`config.mk`:
```
export PLATFORM = sky130hd
export DESIGN_NAME = cache_port_arbiter
export DESIGN_NICKNAME = d
export VERILOG_FILES = /design/src/rtl/cache_port_arbiter.sv
export SDC_FILE = /design/constraint.sdc
export NUM_CORES = 1
export LEC_CHECK = 0
export ABC_AREA = 1
export CORE_AREA = 2 2 327 329
export CTS_CLUSTER_SIZE = 25
export DETAILED_ROUTE_END_ITERATION = 12
export DIE_AREA = 0 0 329 331
export PLACE_DENSITY_LB_ADDON = 0.1
export SYNTH_ARGS = -nofsm -noshare
export SYNTH_HDL_FRONTEND = slang
export SYNTH_SLANG_ARGS = --single-unit
```
`constraint.sdc`:
```
create_clock -name clk -period 1.99 [get_ports clk]
set_input_delay 0.398 -clock clk [delete_from_list [all_inputs] [get_ports clk]]
set_output_delay 0.398 -clock clk [all_outputs]
set_load 0.05 [all_outputs]
```
`src/rtl/cache_port_arbiter.sv`:
```
// Round-robin arbiter sharing one single-ported L1 cache SRAM between fetch and data requesters,
// with a fixed-latency read return path and a drain handshake. Optional counters: CACHE_ARB_PERF_EN.
module cache_port_arbiter #(
  parameter int unsigned ADDR_W = 64,
  parameter int unsigned DATA_W = 128,
  parameter int unsigned WORD_W = 64,
  parameter int unsigned RD_LAT = 2,
  localparam int unsigned WEN_W = DATA_W / WORD_W
) (
  input  logic              clk,
  input  logic              reset_n,
  input  logic              i_req_valid,
  output logic              i_req_ready,
  input  logic [ADDR_W-1:0] i_req_addr,
  output logic              i_rsp_valid,
  output logic [DATA_W-1:0] i_rsp_data,
  input  logic              d_req_valid,
  output logic              d_req_ready,
  input  logic              d_req_write,
  input  logic [ADDR_W-1:0] d_req_addr,
  input  logic [DATA_W-1:0] d_req_wdata,
  input  logic [WEN_W-1:0]  d_req_wen,
  output logic              d_rsp_valid,
  output logic [DATA_W-1:0] d_rsp_data,
  output logic              cache_isReadData,
  output logic [ADDR_W-1:0] cache_rwAddr,
  output logic [DATA_W-1:0] cache_writeData,
  output logic [WEN_W-1:0]  cache_writeEnable,
  input  logic [DATA_W-1:0] cache_readData,
  input  logic              drain_req,
  output logic              drain_done
`ifdef CACHE_ARB_PERF_EN
  ,
  output logic [31:0]       perf_i_grants,
  output logic [31:0]       perf_d_grants,
  output logic [31:0]       perf_conflicts
`endif
);

  typedef enum logic [1:0] {StRun, StDrain, StHold} state_e;

  state_e state_q, state_d;
  // 1: the data requester won the most recent transfer
  logic last_d_q, last_d_d;

  logic              is_read_q, is_read_d;
  logic [ADDR_W-1:0] addr_q, addr_d;
  logic [DATA_W-1:0] wdata_q, wdata_d;
  logic [WEN_W-1:0]  wen_q, wen_d;

  // {valid,id} follows each read; id 1 = data requester
  logic [RD_LAT:0] tag_v_q, tag_id_q;

  logic accept, i_xfer, d_xfer, rd_xfer, pipe_busy;

  assign accept      = (state_q == StRun) && !drain_req;
  assign i_req_ready = accept && i_req_valid && (!d_req_valid || last_d_q);
  assign d_req_ready = accept && d_req_valid && (!i_req_valid || !last_d_q);
  assign i_xfer      = i_req_ready;
  assign d_xfer      = d_req_ready;
  assign rd_xfer     = i_xfer || (d_xfer && !d_req_write);

  // The oldest tag stage retires this cycle, so it does not hold off the drain.
  assign pipe_busy = (|tag_v_q[RD_LAT-1:0]) || (|wen_q);

  always_comb begin
    state_d = state_q;
    unique case (state_q)
      StRun:   if (drain_req) state_d = StDrain;
      StDrain: if (!pipe_busy) state_d = StHold;
      StHold:  if (!drain_req) state_d = StRun;
      default: state_d = StRun;
    endcase
  end

  always_comb begin
    last_d_d  = last_d_q;
    is_read_d = 1'b0;
    wen_d     = '0;
    addr_d    = addr_q;
    wdata_d   = wdata_q;
    if (i_xfer) begin
      last_d_d  = 1'b0;
      is_read_d = 1'b1;
      addr_d    = i_req_addr;
    end else if (d_xfer) begin
      last_d_d = 1'b1;
      addr_d   = d_req_addr;
      if (d_req_write) begin
        wdata_d = d_req_wdata;
        wen_d   = d_req_wen;
      end else begin
        is_read_d = 1'b1;
      end
    end
  end

  always_ff @(posedge clk or negedge reset_n) begin
    if (!reset_n) begin
      state_q   <= StRun;
      last_d_q  <= 1'b1;
      is_read_q <= 1'b0;
      addr_q    <= '0;
      wdata_q   <= '0;
      wen_q     <= '0;
      tag_v_q   <= '0;
      tag_id_q  <= '0;
    end else begin
      state_q   <= state_d;
      last_d_q  <= last_d_d;
      is_read_q <= is_read_d;
      addr_q    <= addr_d;
      wdata_q   <= wdata_d;
      wen_q     <= wen_d;
      tag_v_q   <= {tag_v_q[RD_LAT-1:0], rd_xfer};
      tag_id_q  <= {tag_id_q[RD_LAT-1:0], d_xfer};
    end
  end

  assign cache_isReadData  = is_read_q;
  assign cache_rwAddr      = addr_q;
  assign cache_writeData   = wdata_q;
  assign cache_writeEnable = wen_q;

  assign i_rsp_valid = tag_v_q[RD_LAT] && !tag_id_q[RD_LAT];
  assign d_rsp_valid = tag_v_q[RD_LAT] && tag_id_q[RD_LAT];
  assign i_rsp_data  = i_rsp_valid ? cache_readData : '0;
  assign d_rsp_data  = d_rsp_valid ? cache_readData : '0;
  assign drain_done  = (state_q == StHold);

`ifdef CACHE_ARB_PERF_EN
  logic conflict;
  assign conflict = (state_q == StRun) && i_req_valid && d_req_valid;

  always_ff @(posedge clk or negedge reset_n) begin
    if (!reset_n) begin
      perf_i_grants  <= '0;
      perf_d_grants  <= '0;
      perf_conflicts <= '0;
    end else begin
      if (i_xfer && (perf_i_grants != 32'hFFFF_FFFF)) perf_i_grants <= perf_i_grants + 32'd1;
      if (d_xfer && (perf_d_grants != 32'hFFFF_FFFF)) perf_d_grants <= perf_d_grants + 32'd1;
      if (conflict && (perf_conflicts != 32'hFFFF_FFFF)) begin
        perf_conflicts <= perf_conflicts + 32'd1;
      end
    end
  end
`endif

endmodule

```
==> impl_metrics.csv <==
group,metric,value,unit
synthesis,synth_common_cells,"nand2_1 (395), nand3_1 (321), inv_1 (262), nor2_1 (262), dfrtp_1 (202)",
finish,fin_cells,3842,
finish,final_area,0.0255,mm^2
grt,antenna_found_initial,12,
power_and_ir_drop,vdd_drop_max,0.000656,V
cts,clock_path_buffers,3,
critical_path,crit_required,1.59,ns
outcome,violations,"setup timing",
synthesis,synthTopCellsByArea,"dfrtp_1 (47%), nand3_1 (15%), nand2_1 (14%), inv_1 (9.1%), nor2_1 (9.1%)",
cts,cts_tree,"done",
die,die_w,329,um
synthesis,syn_inst,1568,
drt,drt.antenna.violating_nets,0,
timing,fin_crit,2.36,ns
grt,grt_pass1_wl,115000,um
timing,hold_ws,0.319,ns
outcome,status,"finished, violations left",
drt,route.detailed.drc,0,
timing,setup_slack,-0.374,ns
synthesis,synthArstFlopShare,1.00,
synthesis,yosys_warnings,0,
grt,grt_usage,0.150,
die,num_rows,119,
critical_path,startpoint_type,"flip-flop",
cts,path_clk_slew,0.06,ns
power_and_ir_drop,clkPwrFrac,0.169,
drt,first_pass_iters,5,
synthesis,ys.flop_type,"dfrtp_1",
synthesis,syn_nets,1960,
critical_path,worstSetupEndpointType,"output port",
place,dp.cells,3765,
critical_path,cp_max_fo,5,
die,die_area,0.109,mm^2
finish,final_util,0.243,
grt,grt_pass1_vias,14119,
die,die_y,331,um
synthesis,syn_avg_cell_area,6.87,um^2
power_and_ir_drop,combPwrFrac,0.616,
synthesis,synth-seq-cells,203,
place,portBuffers,847,
drt,vias,13517,
timing,fmax,0.423,GHz
critical_path,crit_arrival,1.97,ns
grt,grt_overflow,0,
synthesis,yosysUniqueCellTypes,18,
cts,cts_buffers,30,
place,placed_area,0.0232,mm^2
cts,cts_root_buf,"clkbuf_16",
timing,rsz0062_at_grt,"true",
timing,setup_viol,333,
synthesis,yosysSeqAreaShare,0.471,
finish,drive_gt1_frac,0.294,
finish,area_growth,136,%
timing,tightest_slew,0.563,ns
timing,max_slew_margin,0.624,
grt,grt_max_degree,77,
power_and_ir_drop,powerDensity,1310,mW/mm^2
power_and_ir_drop,total_power,33.3,mW
place,place_congestion,0.924,
die,initial_core_util,0.103,
power_and_ir_drop,internal_power,16.1,mW
critical_path,crit_type,"flip-flop to output port",
synthesis,synth_top_area_frac,0.469,
power_and_ir_drop,switchingPower,17.3,mW
hold_path,hp-class,"primary input to flip-flop",
synthesis,synth_top_area_cell,"dfrtp_1",
power_and_ir_drop,switching_share,0.518,
synthesis,post-synth-top-count-cell,"nand2_1",
drt,routed_wl,87100,um
synthesis,synth_edf_count,0,
drt,wl_per_cell,22.7,um
timing,final.period_utilization,1.19,
cts,clk_latency,0.61,ns
timing,final_hold_viol_count,0,
synthesis,netlist_area,0.0108,mm^2
timing,slew_violations,0,
die,coreArea,0.105,mm^2
cts,cts.htree.levels,1,
cts,clock-sinks,203,
finish,nets,2816,
timing,finClkSkew,0.0215,ns
power_and_ir_drop,power.leakage,12.1,nW
flow_run,cap_violations,0,
place,hpwl,69600,um
drt,drtIter0Drc,592,
drt,viasPerCell,3.52,
die,pin_count,848,
power_and_ir_drop,power_frac_seq,0.216,
[sequential cells by signal (all words and copies together) (netlist names)]
signal             count
tag_v_q                3
cache_writeEnable      2
tag_id_q               3
state_q                2
last_d_q               1
cache_rwAddr          64
cache_writeData      128
[power groups by stage]
stage	Sequential, mW	Combinational (mW)	Clock (mW)
after global routing	7.44	21.6	6.04
after detailed placement	7.21	19.9	0
final	7.19	20.5	5.62
after floorplan	13.6	5.17	0
after CTS	7.21	20.6	5.89
after global placement	7.23	19.9	0
[through the flow]
step	TNS, ns	setup WS, ns
5_1_grt	-109.69	-0.421
3_3_place_gp	-0.0959	-0.0452
4_1_cts	-104.42	-0.424
3_5_place_dp	-0.0689	-0.0278
6_report	-82.15	-0.374
2_1_floorplan	-6.42	-0.128
[worst paths after layout]
| path | depth (start not counted) | slack (ns) | from | end |
|---|---|---|---|---|
| max | 6 | -0.37 | tag_id_q[2] | i_rsp_data[76] |
| min in group asynchronous | 2 | 0.33 | reset_n | cache_writeData[117] |
| max in group asynchronous | 3 | 1.00 | reset_n | tag_id_q[2] |
| min | 4 | 0.32 | d_req_write | cache_writeData[6] |
| min reg2reg | 0 | 0.35 | tag_id_q[1] | tag_id_q[2] |
| max reg2reg | 9 | 0.44 | last_d_q | cache_rwAddr[63] |
[routing by layer]
layer  up-vias  track usage  share of wire
met3        84       0.0561          0.091
met4        14       0.0437          0.027
met5         -            0        0.00098
met2       528        0.287           0.54
li1       6425            -              -
met1      6466        0.151           0.34
[logic make-up (layout without fill, tap and decap cells)]
family	after synthesis	after routing	synth area share
and+or+nand+nor	982	982	0.381
buffers and inverters	378	1256	0.144
DFF	203	203	0.471
AOI/OAI and AO/OA	5	5	0.00360
other	0	5	0
[placed cells by master (no fill, tap or decap)]
master           count
buf_6               50
dfrtp_1            201
a21oi_4              1
inv_1              259
buf_12             200
buf_16               8
buf_8               37
o31ai_1              1
bufinv_16            2
inv_6                2
clkinv_2             3
clkdlybuf4s50_1    462
o21ai_0              3
clkbuf_16           36
nand2_4              2
nor2_1              79
buf_4              169
clkinvlp_4           1
nor2_2              79
nand2_8              1
inv_12               1
nor2_4             106
inv_8                1
inv_16               1
nand3_2              1
nand3_1            321
clkbuf_8            10
clkbuf_1             6
inv_2                6
dfrtp_2              1
dfstp_2              1
dlygate4sd3_1        1
nand2_1            393
diode_2              5
clkinv_16            1
[final cells by class]
cell class / instances / area [um^2]
Clock inverter: 8 / 121
Timing Repair inverter: 3 / 36.3
Antenna cell: 5 / 12.5
Timing Repair Buffer: 933 / 11400
Multi-Input combinational cell: 987 / 5160
Fill cell: 11528 / 79500
Sequential cell: 203 / 5080
Inverter: 266 / 1010
Tap cell: 1391 / 1740
Clock buffer: 46 / 911
[timing repair]
item,4_1_cts,5_1_grt
hold buffers,1,0
cloned,6,7
endpoints found under the hold margin,37,0
setup endpoints to repair,334,334
setup buffers,3,1
gates resized for setup,166,86
pin swaps,4,4
[worst max-delay path, stage by stage (launching register included)]
cell	delay (ns)
dfrtp_2	0.44
nor2_4	0.11
buf_12	0.19
inv_16	0.06
buf_12	0.15
nor2_4	0.24
buf_12	0.18
(Power assumes the default switching activity.)
